File: src/rtl/audio_clip_sequencer_if.sv
// Signal bundle between the clip sequencer and its requesters / sample ROM / DAC stage.
// The slave modport is the sequencer's view; master is the view of whatever drives it.
interface audio_clip_sequencer_if #(
  parameter int AddressWidth = 10,
  parameter int DataWidth    = 8,
  parameter int NUM_CLIPS    = 4
);
  localparam int IDX_W = (NUM_CLIPS > 1) ? $clog2(NUM_CLIPS) : 1;

  logic [NUM_CLIPS-1:0]              req;
  logic [NUM_CLIPS*AddressWidth-1:0] clip_base;
  logic [NUM_CLIPS*AddressWidth-1:0] clip_len;
  logic [NUM_CLIPS-1:0]              clip_loop;
  logic                              stop;
  logic [AddressWidth-1:0]           rom_addr;
  logic [DataWidth-1:0]              rom_data;
  logic [DataWidth-1:0]              audio_out;
  logic                              sample_valid;
  logic                              busy;
  logic [IDX_W-1:0]                  active_clip;
  logic                              done;

  modport slave (
    input  req, clip_base, clip_len, clip_loop, stop, rom_data,
    output rom_addr, audio_out, sample_valid, busy, active_clip, done
  );

  modport master (
    output req, clip_base, clip_len, clip_loop, stop, rom_data,
    input  rom_addr, audio_out, sample_valid, busy, active_clip, done
  );
endinterface

File: src/rtl/audio_clip_sequencer.sv
// Fixed-priority clip player sharing one registered-output sample ROM; emits one
// sample per CLK_DIV cycles and supports looping, preemption by higher priority and stop.
module audio_clip_sequencer #(
  parameter int                   AddressWidth = 10,
  parameter int                   DataWidth    = 8,
  parameter int                   NUM_CLIPS    = 4,
  parameter int                   CLK_DIV      = 1000,
  parameter int                   DIV_WIDTH    = 16,
  parameter logic [DataWidth-1:0] SILENCE      = DataWidth'(1) << (DataWidth - 1)
) (
  input  logic                   clk,
  input  logic                   reset,
  audio_clip_sequencer_if.slave  bus
);
  localparam int IDX_W = (NUM_CLIPS > 1) ? $clog2(NUM_CLIPS) : 1;

  localparam logic [0:0] IDLE = 1'b0;
  localparam logic [0:0] PLAY = 1'b1;

  logic [0:0]              state_q,  state_d;
  logic [AddressWidth-1:0] rom_addr_q, rom_addr_d;
  logic [DataWidth-1:0]    audio_q,  audio_d;
  logic                    valid_q,  valid_d;
  logic                    done_q,   done_d;
  logic [IDX_W-1:0]        active_q, active_d;
  logic [AddressWidth-1:0] base_q,   base_d;
  logic [AddressWidth-1:0] len_q,    len_d;
  logic                    loop_q,   loop_d;
  logic [DIV_WIDTH-1:0]    div_q,    div_d;
  logic [AddressWidth-1:0] smp_q,    smp_d;

  logic                    g_any;
  logic [IDX_W-1:0]        g_idx;
  logic [AddressWidth-1:0] g_base;
  logic [AddressWidth-1:0] g_len;
  logic                    g_loop;
  logic                    tick;
  logic                    last_smp;

  // Descending scan so the lowest set request index is the one left standing.
  always_comb begin
    g_any  = 1'b0;
    g_idx  = '0;
    g_base = '0;
    g_len  = '0;
    g_loop = 1'b0;
    for (int i = NUM_CLIPS - 1; i >= 0; i--) begin
      if (bus.req[i]) begin
        g_any  = 1'b1;
        g_idx  = IDX_W'(i);
        g_base = bus.clip_base[i*AddressWidth +: AddressWidth];
        g_len  = bus.clip_len[i*AddressWidth +: AddressWidth];
        g_loop = bus.clip_loop[i];
      end
    end
  end

  assign tick     = (div_q == DIV_WIDTH'(CLK_DIV - 1));
  assign last_smp = (smp_q == (len_q - AddressWidth'(1)));

  always_comb begin
    state_d    = state_q;
    rom_addr_d = rom_addr_q;
    audio_d    = audio_q;
    valid_d    = 1'b0;
    done_d     = 1'b0;
    active_d   = active_q;
    base_d     = base_q;
    len_d      = len_q;
    loop_d     = loop_q;
    div_d      = div_q;
    smp_d      = smp_q;

    if (bus.stop) begin
      state_d = IDLE;
      audio_d = SILENCE;
      div_d   = '0;
      smp_d   = '0;
    end else if (state_q == IDLE) begin
      audio_d = SILENCE;
      if (g_any) begin
        active_d = g_idx;
        base_d   = g_base;
        len_d    = g_len;
        loop_d   = g_loop;
        if (g_len == '0) begin
          done_d = 1'b1;
        end else begin
          state_d    = PLAY;
          rom_addr_d = g_base;
          div_d      = '0;
          smp_d      = '0;
        end
      end
    end else if (g_any && (g_idx < active_q)) begin
      // Preemption: any pending tick is dropped and the old sample stays on audio_out.
      active_d = g_idx;
      base_d   = g_base;
      len_d    = g_len;
      loop_d   = g_loop;
      div_d    = '0;
      smp_d    = '0;
      if (g_len == '0) begin
        state_d = IDLE;
        done_d  = 1'b1;
      end else begin
        rom_addr_d = g_base;
      end
    end else begin
      div_d = tick ? '0 : div_q + DIV_WIDTH'(1);
      if (tick) begin
        audio_d = bus.rom_data;
        valid_d = 1'b1;
        if (!last_smp) begin
          rom_addr_d = rom_addr_q + AddressWidth'(1);
          smp_d      = smp_q + AddressWidth'(1);
        end else if (loop_q) begin
          rom_addr_d = base_q;
          smp_d      = '0;
        end else begin
          state_d = IDLE;
          done_d  = 1'b1;
        end
      end
    end
  end

  always_ff @(posedge clk) begin
    if (reset) begin
      state_q    <= IDLE;
      rom_addr_q <= '0;
      audio_q    <= SILENCE;
      valid_q    <= 1'b0;
      done_q     <= 1'b0;
      active_q   <= '0;
      base_q     <= '0;
      len_q      <= '0;
      loop_q     <= 1'b0;
      div_q      <= '0;
      smp_q      <= '0;
    end else begin
      state_q    <= state_d;
      rom_addr_q <= rom_addr_d;
      audio_q    <= audio_d;
      valid_q    <= valid_d;
      done_q     <= done_d;
      active_q   <= active_d;
      base_q     <= base_d;
      len_q      <= len_d;
      loop_q     <= loop_d;
      div_q      <= div_d;
      smp_q      <= smp_d;
    end
  end

  assign bus.rom_addr     = rom_addr_q;
  assign bus.audio_out    = audio_q;
  assign bus.sample_valid = valid_q;
  assign bus.done         = done_q;
  assign bus.busy         = (state_q == PLAY);
  assign bus.active_clip  = active_q;
endmodule
File: src/flat_wrapper.sv
// flat-port wrapper written by rule: the top's interface ports become plain ports
module audio_clip_sequencer_flat 
#(
  parameter int                   AddressWidth = 10,
  parameter int                   DataWidth    = 8,
  parameter int                   NUM_CLIPS    = 4,
  parameter int                   CLK_DIV      = 1000,
  parameter int                   DIV_WIDTH    = 16,
  parameter logic [DataWidth-1:0] SILENCE      = DataWidth'(1) << (DataWidth - 1)
)
  (clk, reset, bus_req, bus_clip_base, bus_clip_len, bus_clip_loop, bus_stop, bus_rom_data, bus_rom_addr, bus_audio_out, bus_sample_valid, bus_busy, bus_active_clip, bus_done);
  audio_clip_sequencer_if #(.AddressWidth(AddressWidth), .DataWidth(DataWidth), .NUM_CLIPS(NUM_CLIPS)) bus_i ();
  input  logic clk;
  input  logic reset;
  input wire logic [$bits(bus_i.req)-1:0] bus_req;
  input wire logic [$bits(bus_i.clip_base)-1:0] bus_clip_base;
  input wire logic [$bits(bus_i.clip_len)-1:0] bus_clip_len;
  input wire logic [$bits(bus_i.clip_loop)-1:0] bus_clip_loop;
  input wire logic [$bits(bus_i.stop)-1:0] bus_stop;
  input wire logic [$bits(bus_i.rom_data)-1:0] bus_rom_data;
  output wire logic [$bits(bus_i.rom_addr)-1:0] bus_rom_addr;
  output wire logic [$bits(bus_i.audio_out)-1:0] bus_audio_out;
  output wire logic [$bits(bus_i.sample_valid)-1:0] bus_sample_valid;
  output wire logic [$bits(bus_i.busy)-1:0] bus_busy;
  output wire logic [$bits(bus_i.active_clip)-1:0] bus_active_clip;
  output wire logic [$bits(bus_i.done)-1:0] bus_done;
  assign bus_i.req = bus_req;
  assign bus_i.clip_base = bus_clip_base;
  assign bus_i.clip_len = bus_clip_len;
  assign bus_i.clip_loop = bus_clip_loop;
  assign bus_i.stop = bus_stop;
  assign bus_i.rom_data = bus_rom_data;
  assign bus_rom_addr = bus_i.rom_addr;
  assign bus_audio_out = bus_i.audio_out;
  assign bus_sample_valid = bus_i.sample_valid;
  assign bus_busy = bus_i.busy;
  assign bus_active_clip = bus_i.active_clip;
  assign bus_done = bus_i.done;
  audio_clip_sequencer #(.AddressWidth(AddressWidth), .DataWidth(DataWidth), .NUM_CLIPS(NUM_CLIPS), .CLK_DIV(CLK_DIV), .DIV_WIDTH(DIV_WIDTH), .SILENCE(SILENCE)) u_core (.clk(clk), .reset(reset), .bus(bus_i));
endmodule
File: config.mk
export PLATFORM = sky130hd
export DESIGN_NAME = audio_clip_sequencer_flat
export DESIGN_NICKNAME = d
export VERILOG_FILES = /design/src/rtl/audio_clip_sequencer_if.sv /design/src/rtl/audio_clip_sequencer.sv /design/src/flat_wrapper.sv
export SDC_FILE = /design/constraint.sdc
export NUM_CORES = 1
export LEC_CHECK = 0
export BUFFER_PORTS_ARGS = -buffer_cell sky130_fd_sc_hd__buf_2
export CORE_MARGIN = 5
export CORE_UTILIZATION = 53
export DETAILED_ROUTE_END_ITERATION = 6
export PLACE_DENSITY = 0.81
export SKIP_CTS_REPAIR_TIMING = 1
export SLEW_MARGIN = 10
export SYNTH_ARGS = -nofsm -noshare
export SYNTH_HDL_FRONTEND = slang
export SYNTH_SLANG_ARGS = --single-unit
File: constraint.sdc
create_clock -name clk -period 3.5 [get_ports clk]
set_input_delay 0 -clock clk [delete_from_list [all_inputs] [get_ports clk]]
set_output_delay 0 -clock clk [all_outputs]
set_load 0.02 [all_outputs]
# Yosys cells after proc, flatten, opt, wreduce, memory -nomap -nowiden
# Cells that the tools add are included.
word_totals:
  out_inout_bits: 23
  reg_bits: 70
  inputBits: 99
  word_cells: 102
classes:
  addsub: 4
  reduce_logical: 11
  n_lt_le_gt_ge: 1
  eq_ne: 6
  muxes: 66
  n_bitwise: 3
op_table:
  columns: ["cell", "count"]
  rows:
  - ["$mux W10", 28]
  - ["$mux W16", 5]
  - ["$mux W1", 26]
  - ["$add A10 B1 Y10 const B", 2]
  - ["$add A16 B1 Y16 const B", 1]
  - ["$eq A16 B10 Y1 const B", 1]
  - ["$mux W2", 7]
  - ["$eq A10 B10 Y1", 1]
  - ["$logic_not A10 Y1", 1]
  - ["$sub A10 B1 Y10 const B", 1]
  - ["$reduce_and A4 Y1", 2]
  - ["$ne A4 B4 Y1 const B", 1]
  - ["$reduce_and A2 Y1", 2]
  - ["$reduce_or A4 Y1", 1]
  - ["$ne A3 B3 Y1 const B", 1]
  - ["$not A1 Y1", 3]
  - ["$reduce_and A3 Y1", 1]
  - ["$reduce_or A3 Y1", 1]
  - ["$lt A2 B2 Y1", 1]
  - ["$ne A2 B1 Y1 const B", 1]
  - ["$ne A2 B2 Y1 const B", 1]
  - ["$reduce_bool A2 Y1", 1]
  - ["$reduce_or A2 Y1", 1]
  - ["$logic_and A1 B1 Y1", 1]

# Logic depth before layout (Yosys ltp)
# Gate-level depths: netlist of the first run.
logic_depth:
  word_depth: 8
  ltp_mapped: 14
  ltp_nobuf: 9

# Worst setup path after synthesis of the first run
# Ideal clock, no wire load.
synth_timing:
  path_kind: "flip-flop to flip-flop"
  startpoint: "register u_core.len_q[0]"
  endpoint: "register u_core.rom_addr_q[7] (netlist: u_core.bus.rom_addr[7])"
  stages_incl_launch_ff: 11
  setup_slack_ps: 422
  arrival_ps: 2959
  required_time_ps: 3381
  setup_time_ps: 119
  n_path_buf: 1
  period_less_slack_ps: 3078
  cell_sequence: "dfxtp_1 > inv_1 > ha_1 > or4b_1 > xnor2_1 > or4b_1 > a2111o_1 > buf_6 > o31a_4 > and2_4 > o221a_1"
synth_via:
  elab_chain_len: 6
  elab_cells_between_ends: 8
  classes_between: "add/sub (1); eq/ne (2); mux (4); reduce/logical (1)"
synth_rtl:
  columns: ["item", "line_no", "source"]
  rows:
  - ["start: declaration", "audio_clip_sequencer.sv:27", "logic [AddressWidth-1:0] len_q, len_d;"]
  - ["start signal: assignment", "audio_clip_sequencer.sv:149", "len_q <= len_d;"]
  - ["$sub A10 B1 Y10 (*)", "audio_clip_sequencer.sv:59", "assign last_smp = (smp_q == (len_q - AddressWidth'(1)));"]
  - ["$eq A10 B10 Y1 (*)", "audio_clip_sequencer.sv:59", null]
  - ["$mux W10", "audio_clip_sequencer.sv:114", "if (!last_smp) begin"]
  - ["$mux W10", "audio_clip_sequencer.sv:111", "if (tick) begin"]
  - ["$mux W10", "audio_clip_sequencer.sv:95", "end else if (g_any && (g_idx < active_q)) begin"]
  - ["$mux W10", "audio_clip_sequencer.sv:79", "end else if (state_q == IDLE) begin"]
  - ["end signal: assignment", "audio_clip_sequencer.sv:143", "rom_addr_q <= rom_addr_d;"]
  - ["end: declaration", "audio_clip_sequencer.sv:21", "logic [AddressWidth-1:0] rom_addr_q, rom_addr_d;"]
# Every way passes the cells marked *; elsewhere a longest branch is shown, timed or not. The select of a mux whose other input is x is not followed.
# A chain may end at the register's enable or synchronous reset.

# Worst setup path after layout of the first run
layout_timing:
  startpoint: "register u_core.len_q[0]"
  endpoint: "register u_core.rom_addr_q[9] (netlist: u_core.bus.rom_addr[9])"
# Same word-level chain as after synthesis.

==> results of run 1 <==
metal layers:
layer	share of wire	vias to the layer above	GRT usage
met2	0.50	203	0.437
met5	0	-	0
li1	-	2352	-
met1	0.41	2271	0.308
met4	0.028	0	0.0787
met3	0.065	39	0.0616
synth_stat cells (all sizes together), types with 4 or more instances:
cell type | n | area (um^2)
a211oi | 18 | 135
a21oi | 47 | 235
a221o | 8 | 80.1
a221oi | 13 | 114
a22o | 5 | 43.8
a22oi | 5 | 37.5
a31oi | 7 | 43.8
and2 | 6 | 40.0
and3 | 8 | 50.1
and3b | 4 | 35.0
buf | 4 | 23.8
clkbuf | 29 | 109
dfxtp | 70 | 1400
ha | 5 | 62.6
inv | 14 | 52.6
mux2i | 9 | 90.1
nand2 | 30 | 113
nand2b | 9 | 56.3
nand3 | 16 | 80.1
nand3b | 9 | 67.6
nand4 | 5 | 31.3
nor2 | 75 | 282
nor2b | 13 | 81.3
nor3 | 25 | 130
nor3b | 4 | 30.0
nor4 | 9 | 56.3
o211ai | 8 | 73.8
o21ai | 22 | 114
o221a | 4 | 45.0
o221ai | 5 | 43.8
o31ai | 6 | 45.0
or2 | 4 | 25.0
xnor2 | 11 | 96.3
xor2 | 6 | 52.6
power groups by stage:
stage	clock network (mW)	registers (mW)	logic, mW
CTS	0.604	0.869	0.407
detailed placement	0	0.887	0.405
global placement	0	0.885	0.392
finish	0.597	0.870	0.420
global route	0.642	0.875	0.460
floorplan	0	0.894	0.252
metrics by stage:
| step | cell area, um^2 | worst slack, ns | util |
|---|---|---|---|
| after floorplan | 4390 | 0.422 | - |
| after global placement | 5090 | 0.324 | 0.626 |
| after detailed placement | 5090 | 0.216 | 0.626 |
| after CTS | 5270 | 0.228 | 0.647 |
| after global routing | 5360 | 0.0754 | 0.659 |
| final | 5360 | 0.202 | 0.659 |
path summary, 6_finish.rpt:
check	start	endpoint	slack [ns]	depth (start not counted)
setup reg to reg	u_core.len_q[0]	u_core.bus.rom_addr[9]	0.20	9
setup / recovery	u_core.len_q[0]	u_core.bus.rom_addr[9]	0.20	9
hold reg to reg	u_core.div_q[15]	u_core.div_q[15]	0.47	1
hold / removal	bus_clip_loop[0]	u_core.loop_q	0.02	5
worst reg2reg max path, cell delays in order, from the launching register on:
cell      delay (ns)
dfxtp_1         0.36
inv_1           0.08
ha_1            0.24
or4b_1          0.51
xnor2_1         0.17
or4b_1          0.45
a2111o_1        0.50
or2_1           0.39
mux2_2          0.32
o221a_1         0.19
logic make-up (layout without fill, tap and decap cells):
kind of cell               after synthesis  count (layout)  share of synthesized area
and+or+nand+nor                        223             223                      0.257
DFF                                     70              70                      0.319
AOI/OAI and AO/OA                      184             184                      0.304
buffers and inverters                   48             171                     0.0430
adders and majority gates                5               5                     0.0142
xor gates and xnor gates                17              17                     0.0339
muxes                                   12              12                     0.0282
registers in the layout, indices dropped and copies added, names as in the netlist:
name	flops
u_core.bus.audio_out	8
u_core.smp_q	10
u_core.bus.busy	1
u_core.bus.active_clip	2
u_core.loop_q	1
u_core.bus.sample_valid	1
u_core.bus.done	1
u_core.bus.rom_addr	10
u_core.len_q	10
u_core.div_q	16
u_core.base_q	10
layout make-up:
class / count / area share
clock buffers: 13 / 0.0315
clock inverters: 1 / 0.000934
inverters: 15 / 0.0105
multi-input cells: 441 / 0.524
flip-flops and latches: 70 / 0.262
well taps: 105 / 0.0245
repair buffers: 142 / 0.147
==> impl_metrics.toml, run 1 <==
[cells_and_area]
final_nets = 783
finalNonFillerCells = 787
syn2layout_area_growth_pct = 21.9
drive_gt1_frac = 0.235
mostFrequentLayoutCell = "buf_2"
final_cell_mix = "121 x buf_2, 75 x nor2_1, 70 x dfxtp_1"
diodes = 0
multiInputGateArea_um2 = 2810
register_area_um2 = 1400
num-fill-cells = 684

[placement]
portBuffers = 121
routabilityCongestion = 0.878
dpl.cell_count = 764
dp_hpwl_um = 9850

[pwr]
power_frac_comb = 0.222
p_switching_mw = 0.566
p_seq_frac = 0.461
ir_worst_vdd_uv = 209
p_sw_frac = 0.300
p_int_mw = 1.32
finalPower_mw = 1.89
leakage_nw = 2.12
p_per_area_nw_per_um2 = 352
power_frac_clock = 0.316

[synthesis]
syn_area_um2 = 4390
synth_fp_nets = 663
async_flop_share = 0
netlist_instances = 559
synth_seq_cells = 70
synth_area_per_cell_um2 = 7.86
synth_edf_count = 0
yosys_warnings = 0
synth_ff_type = "dfxtp_1"
synth_cell_types = 67
synth-seq-area-share = 0.319

[worst_setup_path]
cp_max_fo = 9
cp-start-kind = "register"
crit_path_end_kind = "register"
timing.critical_path.mode_cell = "or4b_1"
worstPathRequired_ns = 3.75
critPathBufInv = 1
worst_path_max_delay_cell = "or4b_1"
crit_arrival_ns = 3.54
critPathMaxStageDelay_ns = 0.51
crit_chain = "inv_1, ha_1, or4b_1, xnor2_1, or4b_1, a2111o_1, or2_1, mux2_2, o221a_1"
path_delay_family = "simple AND/OR/NAND/NOR gates"
crit_type = "reg -> reg"

[routing]
ant_nets = 0
dr.pass1.iters = 5
drtIter0Drc = 301
via_count = 4865
drc = 0
wl_per_cell_um = 16.9
vias_per_cell = 6.18
totalWireLength_um = 13300

[global_routing]
grt_pass1_wl_um = 21200
grt_max_degree = 38
grt_usage = 0.253
antenna_found_initial = 0
overflow = 0
grt_pass1_vias = 4633

[cts]
clk_latency_ns = 0.35
clock_sinks = 70
path_clk_slew_ns = 0.07
cts_tree = "yes"
htree_num_levels = 3
numCtsBuffers = 9
cts-root-buf = "clkbuf_8"
cts_buffer_depth = 2

[floorplanning]
core_area_um2 = 8130
fp.dieW_um = 101
num_rows = 33
fp.dieH_um = 101
boundaryPins = 122
initial_utilization = 0.540
die_area_um2 = 10200

[timing]
skew_ns = 0.0109
fmax_mhz = 303
period_share = 0.942
worst_pin_slew_ns = 0.890
rsz0062_at_grt = "no"
slew_headroom = 0.399
finalSetupTns_ns = 0
hold_viol = 0
timing.final.crit_period_ns = 3.30
worst_hold_slack_ns = 0.0230
setup_viol = 0
slew_viol_final = 0

[job]
cap_viol_max_count = 0

[outcome]
outcome = "finished clean"

[worst_hold_path]
min_path_type = "in -> reg"
Note: power is estimated with default switching activity, not from simulation.
==> run 2: changes to the inputs <==
--- a/config.mk
+++ b/config.mk
@@ -6,10 +6,12 @@
 export NUM_CORES = 1
 export LEC_CHECK = 0
 export BUFFER_PORTS_ARGS = -buffer_cell sky130_fd_sc_hd__buf_2
+export CELL_PAD_IN_SITES_DETAIL_PLACEMENT = 0
+export CELL_PAD_IN_SITES_GLOBAL_PLACEMENT = 1
 export CORE_MARGIN = 5
-export CORE_UTILIZATION = 53
+export CORE_UTILIZATION = 38
 export DETAILED_ROUTE_END_ITERATION = 6
-export PLACE_DENSITY = 0.81
+export PLACE_DENSITY = 0.8
 export SKIP_CTS_REPAIR_TIMING = 1
 export SLEW_MARGIN = 10
 export SYNTH_ARGS = -nofsm -noshare
==> run 2 against run 1 <==
Maximum frequency is 0.33% higher. Clock skew fell by 0.0069 ns. Non-clock buffer count stayed put. Final area is 3.7% higher. Sequential power barely moved. Global-route usage shrank 6.0 points. Largest cell class unchanged. Highest routed layer unchanged.
==> impl_metrics.toml, run 2 (same netlist as run 1, synthesis figures left out) <==
[placement]
routabilityCongestion = 0.863
dp_hpwl_um = 10300
portBuffers = 121

[timing]
period_share = 0.939
setup_viol = 0
slew_viol_final = 0
timing.final.crit_period_ns = 3.29
hold_viol = 0
skew_ns = 0.00401
rsz0062_at_grt = "no"
fmax_mhz = 304
worst_pin_slew_ns = 0.935
slew_headroom = 0.369
finalSetupTns_ns = 0
worst_hold_slack_ns = 0.0414

[routing]
dr.pass1.iters = 4
wl_met3_um = 720
via_count = 4787
wl_per_cell_um = 16.7
wl_met1_um = 5790
totalWireLength_um = 13800
dr_wl_met2_um = 7010
topRoutingLayerUsed = "met4"
drc = 0
drtIter0Drc = 302
ant_nets = 0
vias_per_cell = 5.80

[cells_and_area]
num-fill-cells = 1113
final_cell_mix = "121 x buf_2, 75 x nor2_1, 70 x dfxtp_1"
regMostFlops = "u_core.div_q"
final_nets = 783
diodes = 0
drive_gt1_frac = 0.237
mostFrequentLayoutCell = "buf_2"
largest_reg_flops = 16
syn2layout_area_growth_pct = 26.4

[worst_setup_path]
crit_chain = "inv_1, ha_1, or4b_1, xnor2_1, or4b_1, a2111o_1, or2_1, mux2_2, o221a_1"
cp_max_fo = 9
worst_path_max_delay_cell = "a2111o_1"
worstPathRequired_ns = 3.72
crit_path_end_kind = "register"
critPathMaxStageDelay_ns = 0.50
timing.critical_path.mode_cell = "or4b_1"
reg2regPathDepth = 9
crit_start = "u_core.len_q[0]"
crit_arrival_ns = 3.51
r2r-start = "u_core.len_q[0]"
cp-start-kind = "register"
reg2reg_to = "u_core.bus.rom_addr[9]"
reg2reg_setup_slack_ns = 0.21
crit_type = "reg -> reg"

[pwr]
p_seq_frac = 0.382
power_frac_clock = 0.433
p_sw_frac = 0.267
p_int_mw = 1.67
p_per_area_nw_per_um2 = 411
leakage_nw = 2.19
power_frac_comb = 0.185
ir_worst_vdd_uv = 353
p_switching_mw = 0.610

[worst_hold_path]
min_from = "bus_clip_loop[0]"
min_path_type = "in -> reg"
hold_end = "u_core.loop_q"
hold_depth = 5

[global_routing]
grt_pass1_wl_um = 22700
grt_pass1_vias = 4732
grt_usage = 0.193
overflow = 0
grt_max_degree = 38
antenna_found_initial = 0

[cts]
htree_num_levels = 3
numCtsBuffers = 9
cts_tree = "yes"
path_clk_slew_ns = 0.05
cts-root-buf = "clkbuf_16"
clk_latency_ns = 0.33
clock_sinks = 70
cts_buffer_depth = 2

[floorplanning]
die_area_um2 = 13800
num_rows = 39
core_area_um2 = 11400
boundaryPins = 122
initial_utilization = 0.386
fp.dieH_um = 118
fp.dieW_um = 118

[job]
cap_viol_max_count = 0

[outcome]
outcome = "finished clean"
==> run 2: changes by cell type in the layout (fill, tap and decap cells not counted), sizes merged <==
cell	change
bufinv	+2
clkbuf	-2
clkinv	+1
==> run 2: per-stage QoR <==
step,std cells,total power [mW],worst slack [ns],util,area (um^2)
5_1_grt,826,2.39,0.00376,0.488,5550
6_report,826,2.28,0.213,0.488,5550
3_5_place_dp,802,1.30,0.224,0.452,5140
2_1_floorplan,559,1.15,0.422,-,4390
4_1_cts,817,2.29,0.223,0.480,5460
3_3_place_gp,802,1.29,0.289,0.452,5140
==> run 2: layer usage <==
metal,up-vias,track usage
met5,-,0
li1,2355,-
met1,2275,0.236
met4,0,0.0652
met2,132,0.332
met3,25,0.0437
==> run 2: worst max path at each step <==
| stage | depth (start not counted) | to | slack, ns |
|---|---|---|---|
| floorplan | 10 | u_core.bus.rom_addr[7] | 0.42 |
| global placement | 9 | u_core.bus.rom_addr[9] | 0.29 |
| detailed placement | 9 | u_core.bus.rom_addr[9] | 0.22 |
| CTS | 9 | u_core.bus.rom_addr[9] | 0.22 |
| global route | 10 | u_core.bus.rom_addr[6] | 0.004 |
| finish | 9 | u_core.bus.rom_addr[9] | 0.21 |
==> run 2: cell type report <==
| class | count | area [um^2] | area share |
|---|---|---|---|
| Clock inverter | 4 | 70.1 | 0.0126 |
| Multi-Input combinational cell | 441 | 2810 | 0.506 |
| Inverter | 15 | 56.3 | 0.0101 |
| Clock buffer | 11 | 253 | 0.0455 |
| Timing Repair Buffer | 142 | 786 | 0.142 |
| Sequential cell | 70 | 1400 | 0.252 |
| Tap cell | 143 | 179 | 0.0322 |
==> run 2: critical path: cells and delay by family, from the launching register on <==
family          cells  cell delay (ns)
xor+xnor            1             0.16
mux                 1             0.32
fa+ha+maj           1             0.24
flops               1             0.36
compound gates      2             0.70
simple gates        3             1.32
buf+inv             1             0.08
==> run 2: power groups by stage <==
stage / Clock, mW / Sequential, mW / Combinational, mW
after detailed placement: 0 / 0.888 / 0.410
after CTS: 1.01 / 0.871 / 0.413
final: 0.987 / 0.872 / 0.422
after global placement: 0 / 0.887 / 0.402
after floorplan: 0 / 0.894 / 0.252
after global routing: 1.05 / 0.878 / 0.467
